## config.mk

```make
export PLATFORM = sky130hd
export DESIGN_NAME = arduino_rx_comandos
export DESIGN_NICKNAME = d
export VERILOG_FILES = /design/src/rtl/arduino_rx_comandos.sv
export SDC_FILE = /design/constraint.sdc
export NUM_CORES = 1
export LEC_CHECK = 0
export ABC_AREA = 1
export CAP_MARGIN = 20
export CORE_MARGIN = 3
export CORE_UTILIZATION = 45
export CTS_CLUSTER_SIZE = 8
export DETAILED_ROUTE_END_ITERATION = 10
export DONT_BUFFER_PORTS = 1
export PLACE_DENSITY = 0.59
export SETUP_SLACK_MARGIN = 0.02
export SLEW_MARGIN = 0
export SYNTH_ARGS = -nofsm -noshare
export SYNTH_HDL_FRONTEND = slang
export SYNTH_SLANG_ARGS = --single-unit
```

## constraint.sdc

```tcl
create_clock -name clock -period 2.2 [get_ports clock]
set_input_delay 0.22 -clock clock [delete_from_list [all_inputs] [get_ports clock]]
set_output_delay 0.22 -clock clock [all_outputs]
set_load 0.02 [all_outputs]
```

## src/rtl/arduino_rx_comandos.sv

```systemverilog
// arduino_rx_comandos: 8N1 UART receiver that decodes Arduino key commands into pulses and held key levels
module arduino_rx_comandos #(
  parameter int CLOCK_FREQ = 50000000,
  parameter int BAUD_RATE  = 9600
) (
  input  logic        clock,
  input  logic        reset,
  input  logic        rx,
  output logic        right_arrow_pressed,
  output logic        left_arrow_pressed,
  output logic        enter_pressed,
  output logic [12:0] botoes,
  output logic [7:0]  dado,
  output logic        byte_valido,
  output logic        erro_quadro
);
  localparam int DIV = CLOCK_FREQ / BAUD_RATE;
  localparam int TW = DIV > 2 ? $clog2(DIV) : 1;
  localparam logic [TW-1:0] LAST = TW'(DIV - 1);
  localparam logic [TW-1:0] HALF = TW'(DIV / 2 - 1);
  typedef enum logic [2:0] {IDLE, START, DATA, STOP, BREAK} state_t;
  state_t state, state_nx;
  logic rx_m, rx_s;
  logic [TW-1:0] timer;
  logic [2:0] idx;
  logic [7:0] sh;
  logic tick, tick_half, sample, accept, frame_err, timer_clr;
  logic in_range;
  logic [12:0] mask, botoes_nx;
  always_ff @(posedge clock or negedge reset)
    if (!reset) {rx_m, rx_s} <= 2'b11;
    else {rx_m, rx_s} <= {rx, rx_m};
  assign tick = timer == LAST;
  assign tick_half = timer == HALF;
  always_ff @(posedge clock or negedge reset)
    if (!reset) state <= IDLE;
    else state <= state_nx;
  always_comb begin
    state_nx = state;
    case (state)
      IDLE:    state_nx = rx_s ? IDLE : START;
      START:   state_nx = !tick_half ? START : rx_s ? IDLE : DATA;
      DATA:    state_nx = tick && idx == 3'd7 ? STOP : DATA;
      STOP:    state_nx = !tick ? STOP : rx_s ? IDLE : BREAK;
      BREAK:   state_nx = rx_s ? IDLE : BREAK;
      default: state_nx = IDLE;
    endcase
  end
  always_comb begin
    sample = state == DATA && tick;
    accept = state == STOP && tick && rx_s;
    frame_err = state == STOP && tick && !rx_s;
    timer_clr = state == IDLE || state == BREAK || (state == START && tick_half) ||
                ((state == DATA || state == STOP) && tick);
  end
  // Key commands carry the key number in the low nibble; 13..15 are not keys
  assign in_range = sh[3:0] < 4'd13;
  assign mask = 13'd1 << sh[3:0];
  assign botoes_nx = sh == 8'h00 ? '0 :
                     sh[7:4] == 4'h8 && in_range ? botoes | mask :
                     sh[7:4] == 4'hC && in_range ? botoes & ~mask : botoes;
  always_ff @(posedge clock or negedge reset)
    if (!reset) begin
      timer <= '0;
      idx <= '0;
      sh <= '0;
      dado <= '0;
      botoes <= '0;
      byte_valido <= 1'b0;
      erro_quadro <= 1'b0;
      right_arrow_pressed <= 1'b0;
      left_arrow_pressed <= 1'b0;
      enter_pressed <= 1'b0;
    end else begin
      timer <= timer_clr ? '0 : timer + 1'b1;
      idx <= state != DATA ? '0 : sample ? idx + 3'd1 : idx;
      if (sample) sh[idx] <= rx_s;
      if (accept) dado <= sh;
      if (accept) botoes <= botoes_nx;
      byte_valido <= accept;
      erro_quadro <= frame_err ? 1'b1 : accept ? 1'b0 : erro_quadro;
      right_arrow_pressed <= accept && sh == 8'h52;
      left_arrow_pressed <= accept && sh == 8'h4C;
      enter_pressed <= accept && sh == 8'h45;
    end
endmodule

```

Word level (Yosys, flattened, before mapping)
Cells that the tools add are included.
{"block": "classes", "add_sub_neg": 2, "n_lt_le_gt_ge": 3, "n_eq_ne": 13, "shift": 1, "mux": 18, "bitwise_logic": 3, "n_reduce_logical": 24}
{"cell": "13-bit 2-to-1 mux", "n": 4}
{"cell": "8-bit by 7-bit == test with 1-bit output, second input constant", "n": 3}
{"cell": "3-bit case mux with 5 select lines", "n": 1}
{"cell": "13-bit by 1-bit adder with 13-bit output, second input constant", "n": 1}
{"cell": "13-bit bitwise AND", "n": 1}
{"cell": "13-bit by 12-bit == test with 1-bit output, second input constant", "n": 1}
{"cell": "13-bit == test, second input constant", "n": 1}
{"cell": "1-bit logical AND", "n": 13}
{"cell": "13-bit NOT", "n": 1}
{"cell": "13-bit bitwise OR", "n": 1}
{"cell": "1-bit by 4-bit << shifter with 13-bit output, first input constant", "n": 1}
{"cell": "3-bit 2-to-1 mux", "n": 4}
{"cell": "8-bit bitwise mux", "n": 1}
{"cell": "4-bit == test, second input constant", "n": 2}
{"cell": "8-bit logical NOT", "n": 1}
{"cell": "3-bit by 2-bit == test with 1-bit output, second input constant", "n": 2}
{"cell": "3-bit == test, second input constant", "n": 2}
{"cell": "1-bit 2-to-1 mux", "n": 5}
{"cell": "1-bit logical OR", "n": 4}
{"cell": "3-bit by 4-bit less-than comparator with 1-bit output, second input constant", "n": 1}
{"cell": "4-bit less-than comparator, second input constant", "n": 1}
{"cell": "2-bit 2-to-1 mux", "n": 2}
{"cell": "2-bit nonzero test", "n": 2}
{"cell": "3-bit by 1-bit adder with 3-bit output, second input constant", "n": 1}
{"cell": "8 further kinds", "n": 8}
{"block": "totals", "ff_bits": 55, "out_inout_bits": 26}

Longest topological paths before layout
Gate-level depths: netlist of run 1.
{"block": "depth", "ltp_word": 6, "ltp_mapped": 10, "depth_no_buf": 9}

Worst setup path after synthesis of run 1
Ideal clock, no wire load.
{"block": "synth_path", "path_kind": "register to register", "from": "reg timer[0]", "to": "reg dado[6]", "setup_ps": 119, "arrival_time_ps": 1360, "setup_slack_ps": 721, "stages_incl_launch_ff": 10, "path_buffers": 1, "synth_period_minus_slack_ps": 1479, "path_cell_list": "dfrtp_1 ha_1 nand2_1 nor2_2 nand3_2 nor2_4 nand2_2 buf_6 nand2_1 o21ai_2"}
{"block": "synth_between", "elab_chain_len": 3}
{"item": "from (decl)", "line": "24", "rtl": "logic [TW-1:0] timer;"}
{"item": "from (signal assigned)", "line": "75", "rtl": "timer <= timer_clr ? '0 : timer + 1'b1;"}
{"item": "13-bit == test", "line": "33", "rtl": "assign tick = timer == LAST;"}
{"item": "1-bit logical AND (2 in series)", "line": "51", "rtl": "accept = state == STOP && tick && rx_s;"}
{"item": "to (signal assigned)", "line": "78", "rtl": "if (accept) dado <= sh;"}
{"item": "to (decl)", "line": "13", "rtl": "output logic [7:0] dado,"}
Every way passes these cells.
A chain may end at the register's enable or synchronous reset.

Final worst setup path of run 1
{"block": "layout_path", "from": "reg sh[3]", "to": "reg botoes[5]"}
{"block": "layout_between", "elab_chain_len": 6, "word_cells_on_any_way": 13}
{"item": "from (decl)", "line": "26", "rtl": "logic [7:0] sh;"}
{"item": "from (signal, indexed assignment)", "line": "77", "rtl": "if (sample) sh[idx] <= rx_s;"}
{"item": "branches (longest 6 deep; another with 4-bit less-than comparator)"}
{"item": "to (signal assigned)", "line": "79", "rtl": "if (accept) botoes <= botoes_nx;"}
{"item": "to (decl)", "line": "12", "rtl": "output logic [12:0] botoes,"}
Parallel ways; which one is timed is not known. The select of a mux whose other input is x is not followed.

==> results of run 1 <==
-- per-layer routing --
layer  track usage [%]  up-vias  part of all wire [%]
li1                  -     1279                     -
met1              28.0     1120                    53
met2              25.8       41                    41
met3              3.78        8                   4.1
met4              5.30        0                   1.5
met5                 0        -                     0
-- cells in the mapped netlist --
cell and number:
nand2_1 123, nor2_1 76, dfrtp_1 53, inv_1 39
nand3_1 37, o21ai_0 10, nor3_1 8, o21ai_1 8
o21ai_2 6, xor2_1 6, inv_2 5, nand4_1 5
nand3_2 4, nor2_4 4, ha_1 3, a21oi_1 2
buf_4 2, dfstp_2 2, nand2_2 2, nor2_2 2
o21bai_1 2, buf_2 1, buf_6 1, clkbuf_1 1
nand4_2 1, nor3_4 1, xnor2_1 1
-- worst max-delay path, cell delays in order (launching register included) --
cell	delay, ns
dfrtp_1	0.51
nor2_1	0.23
nand4_2	0.30
nand2_4	0.29
nand3_2	0.26
nand2_1	0.13
nand2_1	0.06
-- registers in the layout, indices dropped and copies added, names as in the netlist --
| register | count |
|---|---|
| state | 3 |
| enter_pressed | 1 |
| timer | 13 |
| dado | 8 |
| left_arrow_pressed | 1 |
| rx_m | 1 |
| rx_s | 1 |
| idx | 3 |
| sh | 8 |
| botoes | 13 |
| byte_valido | 1 |
| right_arrow_pressed | 1 |
| erro_quadro | 1 |
-- worst paths after layout --
check	start	end	slack, ns	cells past startpoint
max	sh[3]$_DFFE_PN0P_	botoes[5]$_DFFE_PN0P_	0.33	6
min	rx_m$_DFF_PN1_	rx_s$_DFF_PN1_	0.36	0
max reg2reg	sh[3]$_DFFE_PN0P_	botoes[5]$_DFFE_PN0P_	0.33	6
min reg2reg	rx_m$_DFF_PN1_	rx_s$_DFF_PN1_	0.36	0
max in group asynchronous	reset	rx_s$_DFF_PN1_	1.47	2
min in group asynchronous	reset	sh[1]$_DFFE_PN0P_	0.41	2
-- cell type report --
cell class              count  area, um2  share of cell area, %
clock inverters             2       16.3                  0.508
inverters                  44        165                   5.16
well taps                  77       96.3                   3.01
multi-input cells         301       1410                   44.2
repair buffers              3       47.5                   1.49
clock buffers               6       82.6                   2.58
flip-flops and latches     55       1380                   43.1
-- cells in the final DEF (no fill, tap or decap) --
cell and n:
nand3_2 4, buf_16 1, ha_1 3, nand4_2 1, dfrtp_1 53, inv_2 5, clkbuf_8 6, clkinv_4 1
clkinvlp_4 1, dfstp_2 2, o21ai_2 6, nor2_1 76, nand4_1 5, inv_1 39, nor2_2 2, o21ai_0 10
nand3_1 37, nand2_1 123, nand2_2 1, o21ai_1 8, xor2_1 6, a21oi_1 2, xnor2_1 1, nand2_4 1
dlygate4sd3_1 2, nor3_1 8, nor2_4 4, nor3_4 1, o21bai_1 2
-- per-stage QoR --
| step | power, mW | hold slack, ns |
|---|---|---|
| 6_report | 1.65 | 0.361 |
| 5_1_grt | 1.70 | 0.369 |
| 4_1_cts | 1.67 | 0.364 |
| 3_5_place_dp | 1.04 | -0.0725 |
| 3_3_place_gp | 1.04 | -0.0732 |
| 2_1_floorplan | 1.04 | -0.0756 |
-- kinds of logic after synthesis --
kind of cell / Yosys count / share of synthesized area (%)
buf+inv: 49 / 6.70
xor+xnor: 7 / 2.05
simple gates: 263 / 38.2
fa+ha+maj: 3 / 1.26
flops: 55 / 46.1
compound gates: 28 / 5.61
-- power by group through the flow --
stage | Clock [mW] | Combinational [mW] | Sequential (mW)
floorplan | 0 | 0.00439 | 1.03
global placement | 0 | 0.00506 | 1.04
detailed placement | 0 | 0.00515 | 1.04
CTS | 0.624 | 0.0352 | 1.02
global route | 0.651 | 0.0378 | 1.02
finish | 0.600 | 0.0327 | 1.02
-- what timing repair did --
action,CTS,global route
setup endpoints to repair,0,4
endpoints found under the hold margin,56,0
hold buffers,3,0
resized for setup,0,1
==> run metrics, run 1 <==
status complete, no violations; YS warnings 0; sw frac 22.4%; initial drt markers 147; die width 87.5 um; dominant cells by area after synthesis dfrtp_1 (44%), nand2_1 (15%), nor2_1 (9.5%); post-synth cell types 27; max-cap violations 0; fillers 632; post-synthesis area per instance 7.38 um2; number of global-route vias before repair 2271; Die Y 87.5 um; dpl hpwl 4670 um; H-tree levels 2; Port Buffers 0; Vias 2448; fin util 50.1%; TritonRoute pass-1 iters 4; CTS tree done; Clk pin slew, worst setup/hold paths 0.10 ns; Total Wirelength 6500 um; crit-path max FO 15; clock sink count 55; slew margin rel. 66.4%; Arrival @ worst endpoint 2.08 ns; Seq cells post-synth 55; post-synth top area cell dfrtp_1; PD cells 515 nW/um2; f_max 536 MHz; setup ws final 0.333 ns; largest net degree at the start of global routing 56; io pins 29; final net count 416; GRT overflow 0; CP startpoint kind flip-flop; DRC violations left 0; Worst-Margin Slew 0.503 ns; required time of the critical path 2.41 ns; Die Footprint 7650 um2; Final Cycle Share 84.9%; starting density of the core 46.8%; Placer Congestion 0.839; via/cell ratio 5.02; Final min period 1.87 ns; placed cell count 477; post-synth top area share 44.4%; Root Buffer clkbuf_8; post-CTS setup buffers 0; Core Rows 29; CTS Buf Count 5; combinational group share of total power 2.0%; leakage 1.52 nW; Design Area, Final 3200 um2; worst skew pair latency 0.32 ns; Worst Hold Class flip-flop to flip-flop; final setup fails 0; Detail Route Antenna Nets 0; worst slack, placed 0.240 ns; CP endpoint kind flip-flop; ant diodes 0; drt wl/cell 13.3 um; sequential element share of the synthesized area 46.1%; WS Path Type flip-flop to flip-flop; share of cells above drive strength 1 8.76%; gr usage total 18.3%; sw power 369 uW; Clk pwr share 36.4%; internal power 1.28 mW; Clock Tree Buf Depth 2; RSZ-0062 raised after global routing no; Cell Area, Placed 3050 um2; area of the core 6390 um2; initial antenna violation count 0; Mapped Area 2990 um2; Final TNS setup 0 ns; Max Slew Vio Count 0; Max Clock Skew 0.0135 ns; area added between synthesis and finish 7.12%; Final Hold Vio Count 0; final std cells w/o fill 488; VDD IR max 0.311 mV; Synth Net Count 411; Reg power frac 61.6%; Synth Instances 405; first-pass GRT wire length 11100 um
(Power assumes the default switching activity.)
==> run 2, diff against run 1 <==
- PLACE_DENSITY: 0.59 -> 0.61
- clock period: 2.2 -> 1.7 ns (I/O delays scaled with it)
==> run 2 against run 1 <==
Against the previous run: via count up 3.6%; sequential power up 29%; worst hold slack worse by 0.0013 ns; register-to-register slack worse by 0.23 ns.
==> run metrics, run 2 (synthesis gave the netlist of run 1 again) <==
Root Buffer clkbuf_8; io pins 29 (unchanged); worst hold slack 0.360 ns (-0.00129 ns); crit-path max FO 8 (-7); Die Y 87.5 um (unchanged); ant diodes 0 (unchanged); final net count 428 (+2.9%); placed cell count 486 (+1.9%); die width 87.5 um (unchanged); leakage 1.58 nW (+4.0%); initial antenna violation count 0 (unchanged); Design Area, Final 3370 um2 (+5.2%); share of cells above drive strength 1 14.0% (+5.2 points); commonest non-fill, non-tap cell in the layout nand2_1; largest net degree at the start of global routing 56 (unchanged); fillers 650 (+2.8%); drt wl/cell 13.3 um (about the same); met1 wire length 3240 um (-6.1%); Arrival @ worst endpoint 1.84 ns (-0.24 ns); Final min period 1.59 ns (-0.274 ns); required time of the critical path 1.94 ns (-0.47 ns); Core Rows 29 (unchanged); Clk pin slew, worst setup/hold paths 0.09 ns (about the same); Final TNS setup 0 ns (unchanged); H-tree levels 2 (unchanged); Max Used Layer met4; CTS Buf Count 5 (unchanged); area added between synthesis and finish 12.6%; final setup fails 0 (unchanged); GRT overflow 0 (unchanged); slew margin rel. 69.6% (+3.2 points); Vias 2536 (+3.6%); clock sink count 55 (unchanged); VDD IR max 0.396 mV (+27%); max-cap violations 0 (unchanged); Die Footprint 7650 um2 (unchanged); Port Buffers 0 (unchanged); Clock Tree Buf Depth 2 (unchanged); Final Cycle Share 93.7% (+8.9 points); first-pass GRT wire length 11300 um (+2.0%); Final Hold Vio Count 0 (unchanged); dpl hpwl 4690 um (+0.45%); Max Slew Vio Count 0 (unchanged); metal3 WL 289 um (+8.2%); area of the core 6390 um2 (unchanged); Total Wirelength 6650 um (+2.3%); via/cell ratio 5.08 (+1.3%); total chip power 2.10 mW (+27%); Worst Hold Class flip-flop to flip-flop; DR WL met2 3020 um (+12%); starting density of the core 46.8% (unchanged); WS Path Type flip-flop to flip-flop; initial drt markers 145 (-1.4%); PD cells 624 nW/um2 (+21%); Max Clock Skew 0.00734 ns (-0.00612 ns); CP endpoint kind flip-flop; final std cells w/o fill 499 (+2.3%); status complete, no violations; CTS tree done; f_max 628 MHz (+17%); TritonRoute pass-1 iters 4 (unchanged); Placer Congestion 0.845 (+0.70%); top flop regs botoes (13), timer (13); number of global-route vias before repair 2429 (+7.0%); gr usage total 18.8% (+0.48 points); Worst-Margin Slew 0.455 ns (-0.0478 ns); worst skew pair latency 0.31 ns (about the same); DRC violations left 0 (unchanged); most frequent cells in the layout nand2_1 (122), nor2_1 (73), dfrtp_1 (51), inv_1 (38), nand3_1 (34); RSZ-0062 raised after global routing yes; CP startpoint kind flip-flop; Detail Route Antenna Nets 0 (unchanged); Cell Area, Placed 3130 um2 (+2.6%)
==> run 2: changes by cell type in the layout (fill, tap and decap cells not counted), sizes merged <==
cell and delta:
clkinvlp -1, nor2 +1, nand3 +1, buf +10
==> run 2: area by class of cell <==
type / instances / area, um2 / area share, %
Clock inverter: 1 / 5.00 / 0.149
Clock buffer: 6 / 82.6 / 2.45
Sequential cell: 55 / 1380 / 41.0
Tap cell: 77 / 96.3 / 2.86
Timing Repair Buffer: 13 / 135 / 4.01
Inverter: 44 / 165 / 4.91
Multi-Input combinational cell: 303 / 1500 / 44.6
==> run 2: layer usage <==
layer	up-vias	global-route usage, %
met5	-	0
met4	0	6.00
met3	9	3.41
met2	49	29.2
met1	1167	26.4
li1	1311	-
==> run 2: timing repair <==
item,in CTS,in global routing
hold buffers,3,0
resized for setup,3,16
buffers inserted,0,1
endpoints found under the setup margin,18,44
hold endpoints to repair,56,0
pin swaps,1,8
cloned,1,1
==> run 2: worst paths after layout <==
kind,start,endpoint,slack (ns),cells past startpoint
hold reg to reg,rx_m$_DFF_PN1_,rx_s$_DFF_PN1_,0.36,0
max in group asynchronous,reset,rx_s$_DFF_PN1_,1.04,2
setup reg to reg,timer[5]$_DFF_PN0_,enter_pressed$_DFF_PN0_,0.11,7
setup / recovery,timer[5]$_DFF_PN0_,enter_pressed$_DFF_PN0_,0.11,7
hold / removal,rx_m$_DFF_PN1_,rx_s$_DFF_PN1_,0.36,0
min in group asynchronous,reset,state[0]$_DFF_PN0_,0.38,2
==> run 2: where the power goes <==
group          total, mW  internal, mW  leakage [nW]  switching, mW
Clock              0.738         0.321        0.0470          0.417
Sequential          1.32          1.31         0.744        0.00480
Combinational     0.0452        0.0120         0.791         0.0332
==> run 2: critical path, stage by stage (launching register included) <==
cell and delay, ns:
dfrtp_1 0.45, inv_2 0.11, nand2_1 0.11, nor2_4 0.16
nand4_1 0.17, nor2_4 0.29, nand3_2 0.14, nor2_1 0.10
==> run 2: stage by stage <==
stage,util (%),worst slack [ns]
final,52.7,0.107
after global routing,52.7,-0.0195
after CTS,51.4,0.0569
after detailed placement,49.0,-0.0166
after global placement,49.0,0.00201
after floorplan,-,0.221
==> run 3, diff against run 2 <==
- ABC_CLOCK_PERIOD_IN_PS: not set -> 1700
- CORE_UTILIZATION: 45 -> 25
- PLACE_DENSITY: 0.61 -> 0.39
- SETUP_SLACK_MARGIN: 0.02 -> 0.5
==> run 3 against run 2 <==
Against the previous run: the run now ends with negative hold slack left; sequential share of layout area fell by 6.5 points; register-to-register slack about the same; highest routed layer unchanged; sequential power hardly changed; core utilization shrank 18 points; non-clock buffer count increased by 21; clock power up 40%; worst hold slack worse by 0.80 ns; largest power group unchanged; power grew 13%.
==> run metrics, run 3 (synthesis gave the netlist of run 1 again) <==
crit-path leading delay family simple AND/OR/NAND/NOR gates; CTS Hold Bufs 1 (-2); Detail Route Antenna Nets 0 (unchanged); CP max stage delay 0.40 ns (-0.05 ns); final setup fails 0 (unchanged); Final TNS setup 0 ns (unchanged); Root Buffer clkbuf_16; Max Slew Vio Count 0 (unchanged); most frequent cells in the layout nand2_1 (96), nor2_1 (53), dfrtp_1 (45), inv_1 (32), nand3_1 (24); WS Path Type flip-flop to flip-flop; initial drt markers 197 (+36%); max-cap violations 0 (unchanged); final net count 449 (+4.9%); share of cells above drive strength 1 34.2% (+20 points); CTS Buf Count 5 (unchanged); required time of the critical path 1.89 ns (-0.05 ns); first-pass GRT wire length 12700 um (+12%); Core Rows 39 (+34%); starting density of the core 25.8% (-21 points); number of global-route vias before repair 2604 (+7.2%); FF-to-FF path depth 8 (+1); io pins 29 (unchanged); PD cells 589 nW/um2 (-5.5%); slowest library cell on the worst path dfrtp_1; Final Hold Vio Count 55 (+55); Clock Tree Buf Depth 2 (unchanged); CP startpoint kind flip-flop; cell mode on critical path nor2_4; initial antenna violation count 0 (unchanged); largest net degree at the start of global routing 56 (unchanged); worst skew pair latency 0.30 ns (about the same); Max Clock Skew 0.00661 ns (-0.000722 ns); WP depth 8 (+1); worst hold slack -0.435 ns (-0.795 ns); RSZ-0062 raised after global routing yes; Clk pin slew, worst setup/hold paths 0.07 ns (-0.02 ns); Final Cycle Share 93.1% (-0.67 points); VDD IR max 0.457 mV (+16%); H-tree levels 2 (unchanged); Die Y 115 um (+32%); area added between synthesis and finish 34.7%; TritonRoute pass-1 iters 4 (unchanged); total chip power 2.37 mW (+13%); Die Footprint 13300 um2 (+74%); commonest non-fill, non-tap cell in the layout nand2_1; crit-path max FO 4 (-4); drt wl/cell 13.7 um (+2.6%); violated checks negative hold slack; dpl hpwl 5480 um (+17%); ant diodes 0 (unchanged); via/cell ratio 4.54 (-11%); Worst Hold Class primary input to async pin; CTS tree done; Vias 2667 (+5.2%); Total Wirelength 8030 um (+21%); crit-path cells ha_4, nand2_4, nor2_4, nand4_1, nor2_4, buf_4, buf_6, nor2_2; clock sink count 55 (unchanged); die width 115 um (+32%); gr usage total 12.1% (-6.7 points); Placer Congestion 0.774 (-8.4%); Port Buffers 0 (unchanged); Arrival @ worst endpoint 1.77 ns (-0.07 ns); CP endpoint kind flip-flop; Bufs and invs on worst path 2 (+1); area of the core 11600 um2 (+81%); top flop regs botoes (13), timer (13); Final min period 1.58 ns (-0.0114 ns); GRT overflow 0 (unchanged); slew margin rel. 74.3% (+4.7 points); f_max 632 MHz (+0.72%); status complete, but fails checks; DRC violations left 0 (unchanged); Worst-Margin Slew 0.382 ns (-0.0730 ns); leakage 1.87 nW (+18%)
[run 3: path summary, 6_finish.rpt]
path	startpoint	to	slack, ns
min in group clock	rx_m$_DFF_PN1_	rx_s$_DFF_PN1_	0.36
hold / removal	reset	idx[2]$_DFFE_PN0P_	-0.44
setup / recovery	timer[1]$_DFF_PN0_	erro_quadro$_DFFE_PN0P_	0.12
max in group asynchronous	reset	rx_m$_DFF_PN1_	1.94
setup reg to reg	timer[1]$_DFF_PN0_	erro_quadro$_DFFE_PN0P_	0.12
hold reg to reg	rx_m$_DFF_PN1_	rx_s$_DFF_PN1_	0.36
[run 3: cell type report]
type	instances	area, um2
Inverter	44	171
Multi-Input combinational cell	303	1820
Tap cell	143	179
Sequential cell	55	1390
Clock inverter	1	5.00
Clock buffer	7	133
Timing Repair Buffer	34	328
Fill cell	1206	7540
[run 3: repair_timing]
action / in CTS / in global routing
gates resized for setup: 38 / 92
pin swaps: 16 / 24
endpoints found under the setup margin: 53 / 53
cloned: 0 / 4
setup buffers: 6 / 10
endpoints found under the hold margin: 56 / 55
[run 3: metal layers]
metal  up-vias  GRT usage (%)  part of all wire, %
met2        35           19.0                   46
met1      1274           16.0                   48
met3        10           3.11                  4.0
met5         -              0                    0
met4         0           4.38                  1.9
li1       1348              -                    -
[run 3: per-stage QoR]
step	setup WS (ns)	cell area, um2	instances	hold WS (ns)	util [%]
2_1_floorplan	0.286	3020	405	-0.126	-
3_3_place_gp	-0.0116	3270	558	-0.122	28.3
3_5_place_dp	-0.0131	3270	558	-0.122	28.3
4_1_cts	0.125	3590	573	-0.447	31.1
5_1_grt	0.0402	4030	587	-0.453	34.8
6_report	0.118	4030	587	-0.435	34.8
[run 3: power by group]
part	internal (mW)	switching, mW	total [mW]
Clock	0.547	0.480	1.03
Sequential	1.31	0.00249	1.31
Combinational	0.0151	0.0149	0.0301
Total	1.87	0.498	2.37
